$ cat config.mk
export PLATFORM = sky130hd
export DESIGN_NAME = mem_access_arbiter
export DESIGN_NICKNAME = d
export VERILOG_FILES = /design/src/rtl/mem_arb_pkg.sv /design/src/rtl/mem_arb_rr_select.sv /design/src/rtl/mem_access_arbiter.sv
export SDC_FILE = /design/constraint.sdc
export NUM_CORES = 1
export LEC_CHECK = 0
export CAP_MARGIN = 20
export CORE_MARGIN = 1.5
export CORE_UTILIZATION = 44
export DETAILED_ROUTE_END_ITERATION = 8
export PLACE_DENSITY_LB_ADDON = 0.12
export SYNTH_ARGS = -nofsm -noshare
export SYNTH_HDL_FRONTEND = slang
export SYNTH_SLANG_ARGS = --single-unit
$ cat constraint.sdc
create_clock -name clk -period 2.9 [get_ports clk]
set_clock_uncertainty 0.05 [all_clocks]
set_input_delay 0.58 -clock clk [delete_from_list [all_inputs] [get_ports clk]]
set_output_delay 0.58 -clock clk [all_outputs]
set_load 0.02 [all_outputs]
$ cat src/rtl/mem_arb_pkg.sv
// Shared types and default widths for the RAM access arbiter.
package mem_arb_pkg;

  localparam int ADDR_W = 26;
  localparam int DATA_W = 16;

  typedef enum logic [2:0] {
    IDLE       = 3'd0,
    WRITE      = 3'd1,
    WR_RECOVER = 3'd2,
    READ       = 3'd3,
    RD_RESP    = 3'd4
  } state_t;

  typedef enum logic {
    GRANT_WRITE = 1'b0,
    GRANT_READ  = 1'b1
  } grant_t;

endpackage

$ cat src/rtl/mem_arb_rr_select.sv
// Round-robin pick between the record (write) and playback (read) requesters.
module mem_arb_rr_select
  import mem_arb_pkg::*;
(
  input  logic wr_req,
  input  logic rd_req,
  input  logic last_grant,
  output logic grant_valid,
  output logic grant_sel
);

  always_comb begin
    grant_valid = wr_req | rd_req;
    grant_sel   = GRANT_WRITE;
    if (wr_req && rd_req) begin
      grant_sel = (last_grant == GRANT_READ) ? GRANT_WRITE : GRANT_READ;
    end else if (rd_req) begin
      grant_sel = GRANT_READ;
    end
  end

endmodule

$ cat src/rtl/mem_access_arbiter.sv
// Shares one external RAM port between write and read requesters, one transaction at a time.
// Optional read-ack timeout is built when MEM_ARB_TIMEOUT_EN is defined.
//
// state      | meaning
// IDLE       | sample requests, grant one
// WRITE      | write strobe and wr_ack active for one cycle
// WR_RECOVER | forced idle gap after a write pulse
// READ       | read request held until RAM ack (or timeout)
// RD_RESP    | rd_ack pulse with captured data
module mem_access_arbiter
  import mem_arb_pkg::*;
#(
  parameter int ADDR_W = mem_arb_pkg::ADDR_W,
  parameter int DATA_W = mem_arb_pkg::DATA_W,
  parameter int WR_GAP = 2
`ifdef MEM_ARB_TIMEOUT_EN
  ,
  parameter int TIMEOUT_CYCLES = 1024
`endif
) (
  input  logic              clk,
  input  logic              reset,
  input  logic              wr_req,
  input  logic [ADDR_W-1:0] wr_addr,
  input  logic [DATA_W-1:0] wr_data,
  output logic              wr_ack,
  input  logic              rd_req,
  input  logic [ADDR_W-1:0] rd_addr,
  output logic              rd_ack,
  output logic [DATA_W-1:0] rd_data,
  output logic              rd_err,
  output logic [ADDR_W-1:0] mem_address,
  output logic [DATA_W-1:0] mem_data_in,
  output logic              mem_write_enable,
  output logic              mem_read_request,
  input  logic              mem_read_ack,
  input  logic [DATA_W-1:0] mem_read_data,
  output logic              busy
);

  localparam logic [3:0] GAP_LOAD = (WR_GAP > 0) ? 4'(WR_GAP - 1) : 4'd0;

  state_t              state_q, state_d;
  grant_t              last_grant_q, last_grant_d;
  logic                busy_q, busy_d;
  logic                wr_ack_q, wr_ack_d;
  logic                rd_ack_q, rd_ack_d;
  logic [DATA_W-1:0]   rd_data_q, rd_data_d;
  logic [ADDR_W-1:0]   mem_address_q, mem_address_d;
  logic [DATA_W-1:0]   mem_data_in_q, mem_data_in_d;
  logic                mem_we_q, mem_we_d;
  logic                mem_rr_q, mem_rr_d;
  logic [3:0]          gap_cnt_q, gap_cnt_d;
  logic                grant_valid, grant_sel;
  logic                timeout_hit;

  mem_arb_rr_select u_rr_select (
    .wr_req      (wr_req),
    .rd_req      (rd_req),
    .last_grant  (last_grant_q),
    .grant_valid (grant_valid),
    .grant_sel   (grant_sel)
  );

`ifdef MEM_ARB_TIMEOUT_EN
  localparam int CNT_W = $clog2(TIMEOUT_CYCLES + 1);

  logic [CNT_W-1:0] wait_cnt_q, wait_cnt_d;
  logic             rd_err_q, rd_err_d;

  // Terminal compare one below the limit so rd_ack follows exactly TIMEOUT_CYCLES READ cycles.
  assign timeout_hit = (wait_cnt_q == CNT_W'(TIMEOUT_CYCLES - 1));

  always_comb begin
    wait_cnt_d = '0;
    rd_err_d   = 1'b0;
    if (state_q == READ) begin
      wait_cnt_d = wait_cnt_q + CNT_W'(1);
      rd_err_d   = timeout_hit && !mem_read_ack;
    end
  end

  always_ff @(posedge clk or negedge reset) begin
    if (!reset) begin
      wait_cnt_q <= '0;
      rd_err_q   <= 1'b0;
    end else begin
      wait_cnt_q <= wait_cnt_d;
      rd_err_q   <= rd_err_d;
    end
  end

  assign rd_err = rd_err_q;
`else
  assign timeout_hit = 1'b0;
  assign rd_err      = 1'b0;
`endif

  always_ff @(posedge clk or negedge reset) begin
    if (!reset) begin
      state_q       <= IDLE;
      last_grant_q  <= GRANT_READ;
      busy_q        <= 1'b0;
      wr_ack_q      <= 1'b0;
      rd_ack_q      <= 1'b0;
      rd_data_q     <= '0;
      mem_address_q <= '0;
      mem_data_in_q <= '0;
      mem_we_q      <= 1'b0;
      mem_rr_q      <= 1'b0;
      gap_cnt_q     <= '0;
    end else begin
      state_q       <= state_d;
      last_grant_q  <= last_grant_d;
      busy_q        <= busy_d;
      wr_ack_q      <= wr_ack_d;
      rd_ack_q      <= rd_ack_d;
      rd_data_q     <= rd_data_d;
      mem_address_q <= mem_address_d;
      mem_data_in_q <= mem_data_in_d;
      mem_we_q      <= mem_we_d;
      mem_rr_q      <= mem_rr_d;
      gap_cnt_q     <= gap_cnt_d;
    end
  end

  always_comb begin
    state_d      = state_q;
    last_grant_d = last_grant_q;
    case (state_q)
      IDLE: begin
        if (grant_valid) begin
          state_d = (grant_sel == GRANT_WRITE) ? WRITE : READ;
          // Pointer only moves on contention so the first contention after reset favours write.
          if (wr_req && rd_req) last_grant_d = grant_t'(grant_sel);
        end
      end
      WRITE:      state_d = (WR_GAP == 0) ? IDLE : WR_RECOVER;
      WR_RECOVER: if (gap_cnt_q == 4'd0) state_d = IDLE;
      READ:       if (mem_read_ack || timeout_hit) state_d = RD_RESP;
      RD_RESP:    state_d = IDLE;
      default:    state_d = IDLE;
    endcase
  end

  always_comb begin
    busy_d        = (state_d != IDLE);
    wr_ack_d      = 1'b0;
    rd_ack_d      = 1'b0;
    mem_we_d      = 1'b0;
    mem_rr_d      = 1'b0;
    rd_data_d     = rd_data_q;
    mem_address_d = mem_address_q;
    mem_data_in_d = mem_data_in_q;
    gap_cnt_d     = gap_cnt_q;
    case (state_q)
      IDLE: begin
        if (grant_valid) begin
          if (grant_sel == GRANT_WRITE) begin
            mem_address_d = wr_addr;
            mem_data_in_d = wr_data;
            mem_we_d      = 1'b1;
            wr_ack_d      = 1'b1;
          end else begin
            mem_address_d = rd_addr;
            mem_rr_d      = 1'b1;
          end
        end
      end
      WRITE:      gap_cnt_d = GAP_LOAD;
      WR_RECOVER: if (gap_cnt_q != 4'd0) gap_cnt_d = gap_cnt_q - 4'd1;
      READ: begin
        if (mem_read_ack) begin
          rd_data_d = mem_read_data;
          rd_ack_d  = 1'b1;
        end else if (timeout_hit) begin
          rd_data_d = '0;
          rd_ack_d  = 1'b1;
        end else begin
          mem_rr_d  = 1'b1;
        end
      end
      default: ;
    endcase
  end

  assign busy             = busy_q;
  assign wr_ack           = wr_ack_q;
  assign rd_ack           = rd_ack_q;
  assign rd_data          = rd_data_q;
  assign mem_address      = mem_address_q;
  assign mem_data_in      = mem_data_in_q;
  assign mem_write_enable = mem_we_q;
  assign mem_read_request = mem_rr_q;

endmodule

Yosys cells after proc, flatten, opt, wreduce, memory -nomap -nowiden:

Cells that the tools add are included.

* logic and storage cells: 48
* output and inout port bits: 64
* bits of input ports: 89
* register bits: 70

* reduce and logical (&&, ||, !) cells: 11
* muxes and demuxes: 20
* bitwise logic cells: 2
* $add $sub $neg: 1
* eq/ne operators: 4

Operators with widths (count)
* $mux W26: 1
* $pmux W3 S4: 1
* $mux W1: 11
* $mux W3: 3
* $pmux W4 S2: 1
* $eq A3 B2 Y1 const B: 2
* $reduce_and A2 Y1: 3
* $reduce_and A3 Y1: 2
* $logic_not A4 Y1: 1
* $mux W4: 1
* $reduce_bool A4 Y1: 1
* $sub A4 B1 Y4 const B: 1
* $eq A3 B1 Y1 const B: 1
* $logic_not A3 Y1: 1
* $reduce_bool A3 Y1: 1
* $mux W2: 1
* $ne A2 B2 Y1 const B: 1
* $pmux W1 S2: 1
* $reduce_bool A2 Y1: 1
* $logic_and A1 B1 Y1: 1
* $not A1 Y1: 1
* $or A1 B1 Y1: 1

Logic depth before layout (Yosys ltp):

Gate-level depths: netlist of run 1.

* depth in word-level cells: 6
* gate-level depth with buffers: 6
* depth with buffers taken out: 5

By module:

A second synthesis of run 1 with hierarchy kept.

* cell total of the unflattened synthesis: 238
* area, all modules: 2975.4 µm²

Modules (own cells, without submodules)
* mem_access_arbiter: cells an instance 236, instances 1, seq. area each 1752.9 µm², area each 2961.6 µm²
* mem_arb_rr_select: cells an instance 2, instances 1, seq. area each 0.0 µm², area each 13.8 µm²

Worst setup path after synthesis of run 1:

OpenSTA, ideal clock, no wires.

* path kind: input-to-reg
* start: in rd_req
* end: reg mem_address_q[0] (netlist: mem_address[0])
* path slack: 0.976 ns
* arrival time: 1.749 ns
* required time: 2.725 ns
* buffers on the path: 2
* stages: 5
* path through: a21boi_0 buf_2 buf_2 mux2_2 mux2_2

* word-level cells in the longest chain between the ends: 3

Ends and longest elaborated chain
* start: declaration: RTL line mem_access_arbiter.sv:27 `input logic rd_req,`
* $mux W1 / $logic_and A1 B1 Y1 (equally long branches): RTL line mem_arb_rr_select.sv:17, mem_arb_rr_select.sv:15
* $mux W1: RTL line mem_arb_rr_select.sv:15 `if (wr_req && rd_req) begin`
* $mux W26: RTL line mem_access_arbiter.sv:159 `if (grant_sel == GRANT_WRITE) begin`
* end signal: assignment: RTL line mem_access_arbiter.sv:119 `mem_address_q <= mem_address_d;`
* end: declaration: RTL line mem_access_arbiter.sv:49 `logic [ADDR_W-1:0] mem_address_q, mem_address_d;`

Several ways; a longest one is shown, not always the timed one.
A chain may end at the register's enable or synchronous reset.

Final worst setup path of run 1:

* start: in rd_req
* end: reg mem_address_q[15] (netlist: mem_address[15])

Same word-level chain as after synthesis.

==> flow_summary.rst, run 1 <==
.. list-table::
   :header-rows: 1

   * - Metric
     - Value
   * - Area used by multi-input combinational logic
     - 0.001235 mm2
   * - Starting density of the core
     - 45.75%
   * - Area of the core region
     - 0.006794 mm2
   * - Global-route wire length before repair
     - 11350 um
   * - Power per cell area
     - 1044 mW/mm2
   * - Starting DRC count in detailed routing
     - 127
   * - Simple logic cell fraction of the synthesized area
     - 5.072%
   * - Largest family of logic cells by synthesized area
     - multiplexers
   * - WL per Instance
     - 15.52 um
   * - Hpwl dp
     - 5417 um
   * - Fraction of final layout cells with drive strength greater than 1
     - 30.19%
   * - Vias per cell
     - 4.807
   * - Detailed-router iteration count before antenna repair
     - 4
   * - Most common cell in the synthesized netlist
     - sky130_fd_sc_hd__mux2_2
   * - Die footprint
     - 0.007577 mm2
   * - Post-Syn Nets
     - 302
   * - GRT Residual Overflow
     - 0
   * - Count of instances resized after the clock tree is built
     - 0
   * - Max Buffers Root-to-Sink
     - 2
   * - Cell with the largest stage delay on the worst path
     - sky130_fd_sc_hd__clkdlybuf4s50_1
   * - Critical path startpoint category
     - input port
   * - Top cell type's share of synthesized area
     - 55.56%
   * - Largest net degree at the start of global routing
     - 38
   * - TritonCTS clock tree
     - built
   * - Unrepaired setup endpoints after global routing
     - false
   * - Timing-limited maximum frequency
     - 0.4841 GHz
   * - Kind of capture point of the worst setup path
     - flip-flop
   * - Root buf cell
     - sky130_fd_sc_hd__clkbuf_8
   * - Number of warnings issued by yosys
     - 0
   * - Top-level I/O count
     - 153
   * - Average footprint of a synthesized cell
     - 14.73 um2
   * - Maximum Capacitance Violations
     - 0
   * - Max-slew violation total from the final report
     - 0
   * - Post-synthesis async set-or-reset flop share
     - 100.0%
   * - DRC violation count after routing
     - 0
   * - Final routed wirelength across all metal layers
     - 7249 um
   * - Area taken by flip-flops and latches
     - 0.001753 mm2
   * - Gate Count Post-Synth
     - 211
   * - Port Buffers
     - 151
   * - GRT Overall Usage
     - 19.93%
   * - Static leakage
     - 2.031 nW
   * - Yosys reg bits
     - 70
   * - Crit Path Max Fanout
     - 20
   * - Num rows
     - 30
   * - Buffers & Inverters on Critical Path
     - 2
   * - Clock buffers created by TritonCTS
     - 9
   * - Netlist area before placement
     - 0.003108 mm2
   * - Die Y-Extent
     - 87.05 um
   * - Clock-pin slew of the registers on the worst-case setup and hold paths
     - 0.08 ns
   * - Top post-synthesis cells by count
     - sky130_fd_sc_hd__mux2_2, sky130_fd_sc_hd__dfrtp_1, sky130_fd_sc_hd__buf_6
   * - Number of distinct library cells after synthesis
     - 30
   * - Hold buffers post-CTS
     - 0
   * - Compound-Gate Fraction of Synth Area
     - 1.610%
   * - Synthesized-area fraction occupied by adder cells
     - 0.8052%
   * - Number of synthesized flops with an enable pin
     - 0
   * - Initial antenna violation count
     - 0
   * - Worst path required time
     - 3.07 ns
   * - Number of failing hold endpoints at the final stage
     - 0
   * - Horizontal extent of the die
     - 87.05 um
   * - Number of vias after detailed routing
     - 2245
   * - Number of global-route vias before repair
     - 2272
   * - Fraction of the yosys area taken by sequential cells
     - 56.40%
   * - Count of non-filler cells in the finished layout
     - 467
   * - Critical path, cell by cell
     - clkdlybuf4s50_1 > a21boi_2 > buf_4 > mux2_2 > mux2_1
   * - Final Critical Period
     - 2.066 ns
   * - Placer congestion estimate
     - 0.7226
   * - Number of nets at the end of the flow
     - 457
   * - Relative area change from synthesis to final layout
     - 56.60%
   * - Max IR drop VDD
     - 0.5969 mV
   * - Placed instance count
     - 451
   * - Insertion delay to the later sink of the worst-skew pair
     - 0.33 ns
   * - Cell type with the highest aggregate area in the netlist
     - sky130_fd_sc_hd__dfrtp_1
   * - Number of nets with antenna violations after detailed routing
     - 0
   * - Crit Path Class
     - input port to flip-flop
   * - Final setup viols
     - 0
   * - Final Cycle Share
     - 71.23%
   * - Worst Path Arrival
     - 2.24 ns
   * - Delay of the slowest critical-path stage
     - 0.52 ns
   * - FILL cells
     - 474
   * - Total number of clock tree sinks
     - 70
   * - Post-Route Setup TNS
     - 0 ns
   * - Post-CTS setup buffer count
     - 0
   * - Post-synthesis share of cell area spent on xor and xnor gates
     - 0.2818%
   * - Most common flop cell mapped by yosys
     - sky130_fd_sc_hd__dfrtp_1
   * - Number of antenna cells inserted
     - 0
   * - Share of cell area taken by muxes after synthesis
     - 31.72%
   * - Class of the tightest hold or removal check
     - input port to async pin
   * - Leading cell types by total area after synthesis
     - sky130_fd_sc_hd__dfrtp_1, sky130_fd_sc_hd__mux2_2, sky130_fd_sc_hd__buf_6
   * - CP delay by family, top
     - buffers and inverters
   * - Outcome
     - finished clean
   * - H-tree depth
     - 3
==> metal layers <==
layer | routed length, um | up-vias | track usage (%)
met5 | 0 | - | 0
met4 | 163 | 0 | 9.971
met3 | 528 | 15 | 5.498
met2 | 3590 | 90 | 32.84
met1 | 2966 | 1083 | 23.98
li1 | - | 1057 | -
==> placed cells by master, fill, tap and decap left out, drive strengths merged <==
| master | n |
|---|---|
| ha | 2 |
| o21ai | 1 |
| nor4 | 1 |
| and3 | 2 |
| buf | 7 |
| mux2 | 84 |
| nor2 | 4 |
| clkbuf | 10 |
| inv | 4 |
| conb | 1 |
| or3b | 2 |
| nand3 | 6 |
| nor3b | 1 |
| nor3 | 1 |
| dfstp | 1 |
| a21boi | 1 |
| clkinvlp | 2 |
| a22oi | 1 |
| nand2 | 5 |
| a21o | 1 |
| o31a | 1 |
| dfrtp | 69 |
| xnor2 | 1 |
| nor2b | 3 |
| o2111ai | 1 |
| mux2i | 4 |
| nand2b | 1 |
| clkinv | 3 |
| a21oi | 1 |
| clkdlybuf4s50 | 150 |
==> stage by stage <==
stage	cell area [um2]	utilization (%)	power, mW	setup slack (ns)	hold slack, ns
finish	4867	71.64	5.082	0.8343	0.1135
CTS	4867	71.64	5.149	0.8389	0.1157
detailed placement	4683	68.93	4.413	0.4616	0.4196
global route	4867	71.64	5.399	0.7902	0.1351
floorplan	3108	-	3.228	0.9759	0.2344
global placement	4683	68.93	4.337	0.5125	0.4136
==> power breakdown <==
group	switching [mW]	internal, mW	total [mW]
logic	1.17	1.44	2.62
registers	0.275	1.47	1.74
clock network	0.382	0.338	0.720
total	1.83	3.25	5.08
==> layout make-up <==
cell class | instances | share of cell area (%)
clock buffer | 10 | 2.828
clock inverter | 6 | 0.9512
inverter | 3 | 0.2314
multi-input combinational | 125 | 25.37
sequential | 70 | 36.02
tap | 96 | 2.468
timing repair buffer | 157 | 32.13
==> state kept, by name, indices dropped and copies added, names as in the netlist <==
signal	cells
rd_data	16
mem_data_in	16
mem_read_request	1
last_grant_q	1
state_q	3
mem_address	26
gap_cnt_q	4
busy	1
mem_write_enable	1
rd_ack	1
==> final timing paths <==
| kind | start | to | slack (ns) | cells past startpoint |
|---|---|---|---|---|
| setup / recovery | rd_req | mem_address[15] | 0.83 | 5 |
| hold / removal | reset | mem_address[16] | 0.11 | 1 |
| setup reg to reg | state_q[1] | rd_data[4] | 1.15 | 4 |
| hold reg to reg | gap_cnt_q[3] | gap_cnt_q[3] | 0.43 | 1 |
| max in group asynchronous | reset | last_grant_q | 2.02 | 2 |
| min in group clk | gap_cnt_q[3] | gap_cnt_q[3] | 0.43 | 1 |
==> logic make-up (layout without fill, tap and decap cells) <==
kind of cell | count (synthesis) | count (layout)
adders and majority gates | 2 | 2
buffers and inverters | 16 | 176
AOI/OAI and AO/OA | 7 | 7
DFF | 70 | 70
other | 1 | 1
muxes | 88 | 88
xor gates and xnor gates | 1 | 1
and+or+nand+nor | 26 | 26
Power figures use the tool's default switching activity.
==> run 2: changes to the inputs <==
--- a/config.mk
+++ b/config.mk
@@ -7,7 +7,7 @@
 export LEC_CHECK = 0
 export CAP_MARGIN = 20
 export CORE_MARGIN = 1.5
-export CORE_UTILIZATION = 44
+export CORE_UTILIZATION = 37
 export DETAILED_ROUTE_END_ITERATION = 8
 export PLACE_DENSITY_LB_ADDON = 0.12
 export SYNTH_ARGS = -nofsm -noshare
==> constraint.sdc (replaced) <==
create_clock -name clk -period 1.8 [get_ports clk]
set_clock_uncertainty 0.05 [all_clocks]
set_input_delay 0.36 -clock clk [delete_from_list [all_inputs] [get_ports clk]]
set_output_delay 0.36 -clock clk [all_outputs]
set_load 0.02 [all_outputs]
==> run 2 against run 1 <==
  * Clock power is 94% higher
  * Hold slack better by 0.28 ns
  * Core utilization is 9.2 points lower
  * Critical path depth is 4 lower
  * Setup slack worse by 0.76 ns
  * Non-clock buffer count is 11 higher
  * Final cell count is 4.1% higher
  * Design area is 4.9% higher
  * Register-to-register slack worse by 1.0 ns
  * Sequential share of layout area is 1.7 points lower
  * Via count is 1.9% higher
  * Wire length is 0.26% lower
==> flow_summary.rst, run 2 (synthesis results as in run 1) <==
.. list-table::
   :header-rows: 1

   * - Metric
     - Value
   * - Starting DRC count in detailed routing
     - 41 (was 127)
   * - Number of global-route vias before repair
     - 2463 (was 2272)
   * - Number of vias after detailed routing
     - 2288 (was 2245)
   * - Class of the tightest hold or removal check
     - input port to flip-flop (was input port to async pin)
   * - GRT Residual Overflow
     - 0 (unchanged)
   * - Die footprint
     - 0.008959 mm2 (was 0.007577 mm2)
   * - Critical path, cell by cell
     - clkdlybuf4s50_1 (was clkdlybuf4s50_1 > a21boi_2 > buf_4 > mux2_2 > mux2_1)
   * - Clock-pin slew of the registers on the worst-case setup and hold paths
     - 0.08 ns (about the same)
   * - Final routed wirelength across all metal layers
     - 7230 um (was 7249 um)
   * - Horizontal extent of the die
     - 94.65 um (was 87.05 um)
   * - Commonest cells after routing, fill and taps aside
     - sky130_fd_sc_hd__clkdlybuf4s50_1, sky130_fd_sc_hd__mux2_2, sky130_fd_sc_hd__dfrtp_1 (unchanged)
   * - Post-Route Setup TNS
     - 0 ns (unchanged)
   * - Core utilization of the finished layout
     - 62.44% (was 71.64%)
   * - Vias per cell
     - 4.708 (was 4.807)
   * - Post-CTS setup buffer count
     - 0 (unchanged)
   * - Max-slew violation total from the final report
     - 0 (unchanged)
   * - Critical path startpoint category
     - flip-flop (was input port)
   * - Final setup viols
     - 0 (unchanged)
   * - Buffers & Inverters on Critical Path
     - 1 (was 2)
   * - Area taken by flip-flops and latches
     - 0.001753 mm2 (unchanged)
   * - Largest net degree at the start of global routing
     - 43 (was 38)
   * - Leading cell type in the layout, fill and taps excluded
     - sky130_fd_sc_hd__clkdlybuf4s50_1 (unchanged)
   * - Hpwl dp
     - 5160 um (was 5417 um)
   * - Port Buffers
     - 151 (unchanged)
   * - Power per cell area
     - 1686 mW/mm2 (was 1044 mW/mm2)
   * - Maximum Capacitance Violations
     - 0 (unchanged)
   * - Max Buffers Root-to-Sink
     - 2 (unchanged)
   * - Timing-limited maximum frequency
     - 0.5796 GHz
   * - Starting density of the core
     - 38.02% (was 45.75%)
   * - Detailed-router iteration count before antenna repair
     - 4 (unchanged)
   * - Top-level I/O count
     - 153 (unchanged)
   * - Placer congestion estimate
     - 0.6841 (was 0.7226)
   * - Final Cycle Share
     - 95.85%
   * - Root buf cell
     - sky130_fd_sc_hd__clkbuf_8 (unchanged)
   * - Delay of the slowest critical-path stage
     - 0.62 ns (was 0.52 ns)
   * - Die Y-Extent
     - 94.65 um (was 87.05 um)
   * - Final Critical Period
     - 1.725 ns
   * - Clock buffers created by TritonCTS
     - 9 (unchanged)
   * - Num rows
     - 33 (was 30)
   * - GRT Overall Usage
     - 16.20% (was 19.93%)
   * - Unrepaired setup endpoints after global routing
     - false (unchanged)
   * - Cell with the largest stage delay on the worst path
     - sky130_fd_sc_hd__clkdlybuf4s50_1 (unchanged)
   * - Hold slack
     - 0.3902 ns (was 0.1135 ns)
   * - Fraction of final layout cells with drive strength greater than 1
     - 32.02% (was 30.19%)
   * - WL per Instance
     - 14.88 um (was 15.52 um)
   * - DRC violation count after routing
     - 0 (unchanged)
   * - H-tree depth
     - 3 (unchanged)
   * - Insertion delay to the later sink of the worst-skew pair
     - 0.33 ns (about the same)
   * - Number of nets with antenna violations after detailed routing
     - 0 (unchanged)
   * - CP delay by family, top
     - buffers and inverters (unchanged)
   * - Number of nets at the end of the flow
     - 468 (was 457)
   * - Worst Path Arrival
     - 1.32 ns (was 2.24 ns)
   * - Kind of capture point of the worst setup path
     - primary output (was flip-flop)
   * - Max FFs per register
     - 26 (unchanged)
   * - TritonCTS clock tree
     - built (unchanged)
   * - FILL cells
     - 659 (was 474)
   * - Crit Path Max Fanout
     - 2 (was 20)
   * - Area of the core region
     - 0.008175 mm2 (was 0.006794 mm2)
   * - Static leakage
     - 2.156 nW (was 2.031 nW)
   * - Area used by multi-input combinational logic
     - 0.001245 mm2 (was 0.001235 mm2)
   * - Total number of clock tree sinks
     - 70 (unchanged)
   * - Initial antenna violation count
     - 0 (unchanged)
   * - Worst path required time
     - 1.39 ns (was 3.07 ns)
   * - Relative area change from synthesis to final layout
     - 64.25% (was 56.60%)
   * - Max IR drop VDD
     - 0.9007 mV (was 0.5969 mV)
   * - Number of failing hold endpoints at the final stage
     - 0 (unchanged)
   * - Outcome
     - finished clean (unchanged)
   * - Number of antenna cells inserted
     - 0 (unchanged)
   * - Global-route wire length before repair
     - 11260 um (was 11350 um)
   * - Crit Path Class
     - flip-flop to primary output (was input port to flip-flop)
-- run 2: changes by cell type in the layout (fill, tap and decap cells not counted), sizes merged --
cell,delta
buf,+8
bufinv,+2
clkbuf,+2
dlygate4sd3,+1
inv,-1
clkinv,-2
clkdlybuf4s50,-2
dlymetal6s2s,+2
-- run 2: timing repair --
action	in CTS	in global routing
gates resized for setup	0	4
hold endpoints to repair	13	0
hold buffers	1	0
endpoints found under the setup margin	0	3
-- run 2: power by group --
group	switching, mW	internal, mW	total (mW)
combinational	1.92	2.48	4.39
sequential	0.442	2.37	2.81
clock	0.587	0.813	1.40
total	2.95	5.66	8.60
-- run 2: path summary, 6_finish.rpt --
| kind | start | endpoint | slack, ns | cells past startpoint |
|---|---|---|---|---|
| worst max-delay path | rd_data[6] | rd_data[6] | 0.07 | 1 |
| worst min-delay path | rd_req | last_grant_q | 0.39 | 4 |
| worst max register to register | last_grant_q | mem_address[0] | 0.10 | 4 |
| worst min register to register | gap_cnt_q[3] | gap_cnt_q[3] | 0.42 | 1 |
| max in group asynchronous | reset | last_grant_q | 0.67 | 3 |
| min in group asynchronous | reset | rd_data[5] | 0.42 | 2 |
-- run 2: layer usage --
| layer | GRT usage [%] | share of wire, % | up-vias |
|---|---|---|---|
| met3 | 6.522 | 10 | 7 |
| met2 | 26.96 | 48 | 101 |
| met4 | 5.224 | 1.1 | 0 |
| met1 | 19.01 | 40 | 1103 |
| met5 | 0 | 0 | - |
| li1 | - | - | 1077 |
-- run 2: tightest hold or removal path: stages --
cell and delay [ns]:
sky130_fd_sc_hd__dlymetal6s2s_1 0.13, sky130_fd_sc_hd__buf_4 0.14, sky130_fd_sc_hd__nand3_1 0.07, sky130_fd_sc_hd__xnor2_1 0.06
-- run 2: area by class of cell --
type / instances / area share, %
inverters: 3 / 0.2206
repair buffers: 168 / 34.14
well taps: 105 / 2.574
clock inverters: 5 / 1.642
multi-input cells: 125 / 24.39
clock buffers: 10 / 2.696
flip-flops and latches: 70 / 34.34
-- run 2: per-stage QoR --
| step | worst slack, ns | power, mW | instances | cell area, um2 |
|---|---|---|---|---|
| after global placement | -0.2824 | 7.125 | 467 | 4797 |
| after detailed placement | -0.3160 | 7.225 | 467 | 4797 |
| after global routing | 0.01316 | 9.123 | 486 | 5105 |
| final | 0.07477 | 8.605 | 486 | 5105 |
| after CTS | 0.03617 | 8.669 | 483 | 5029 |
| after floorplan | 0.09522 | 5.200 | 211 | 3108 |
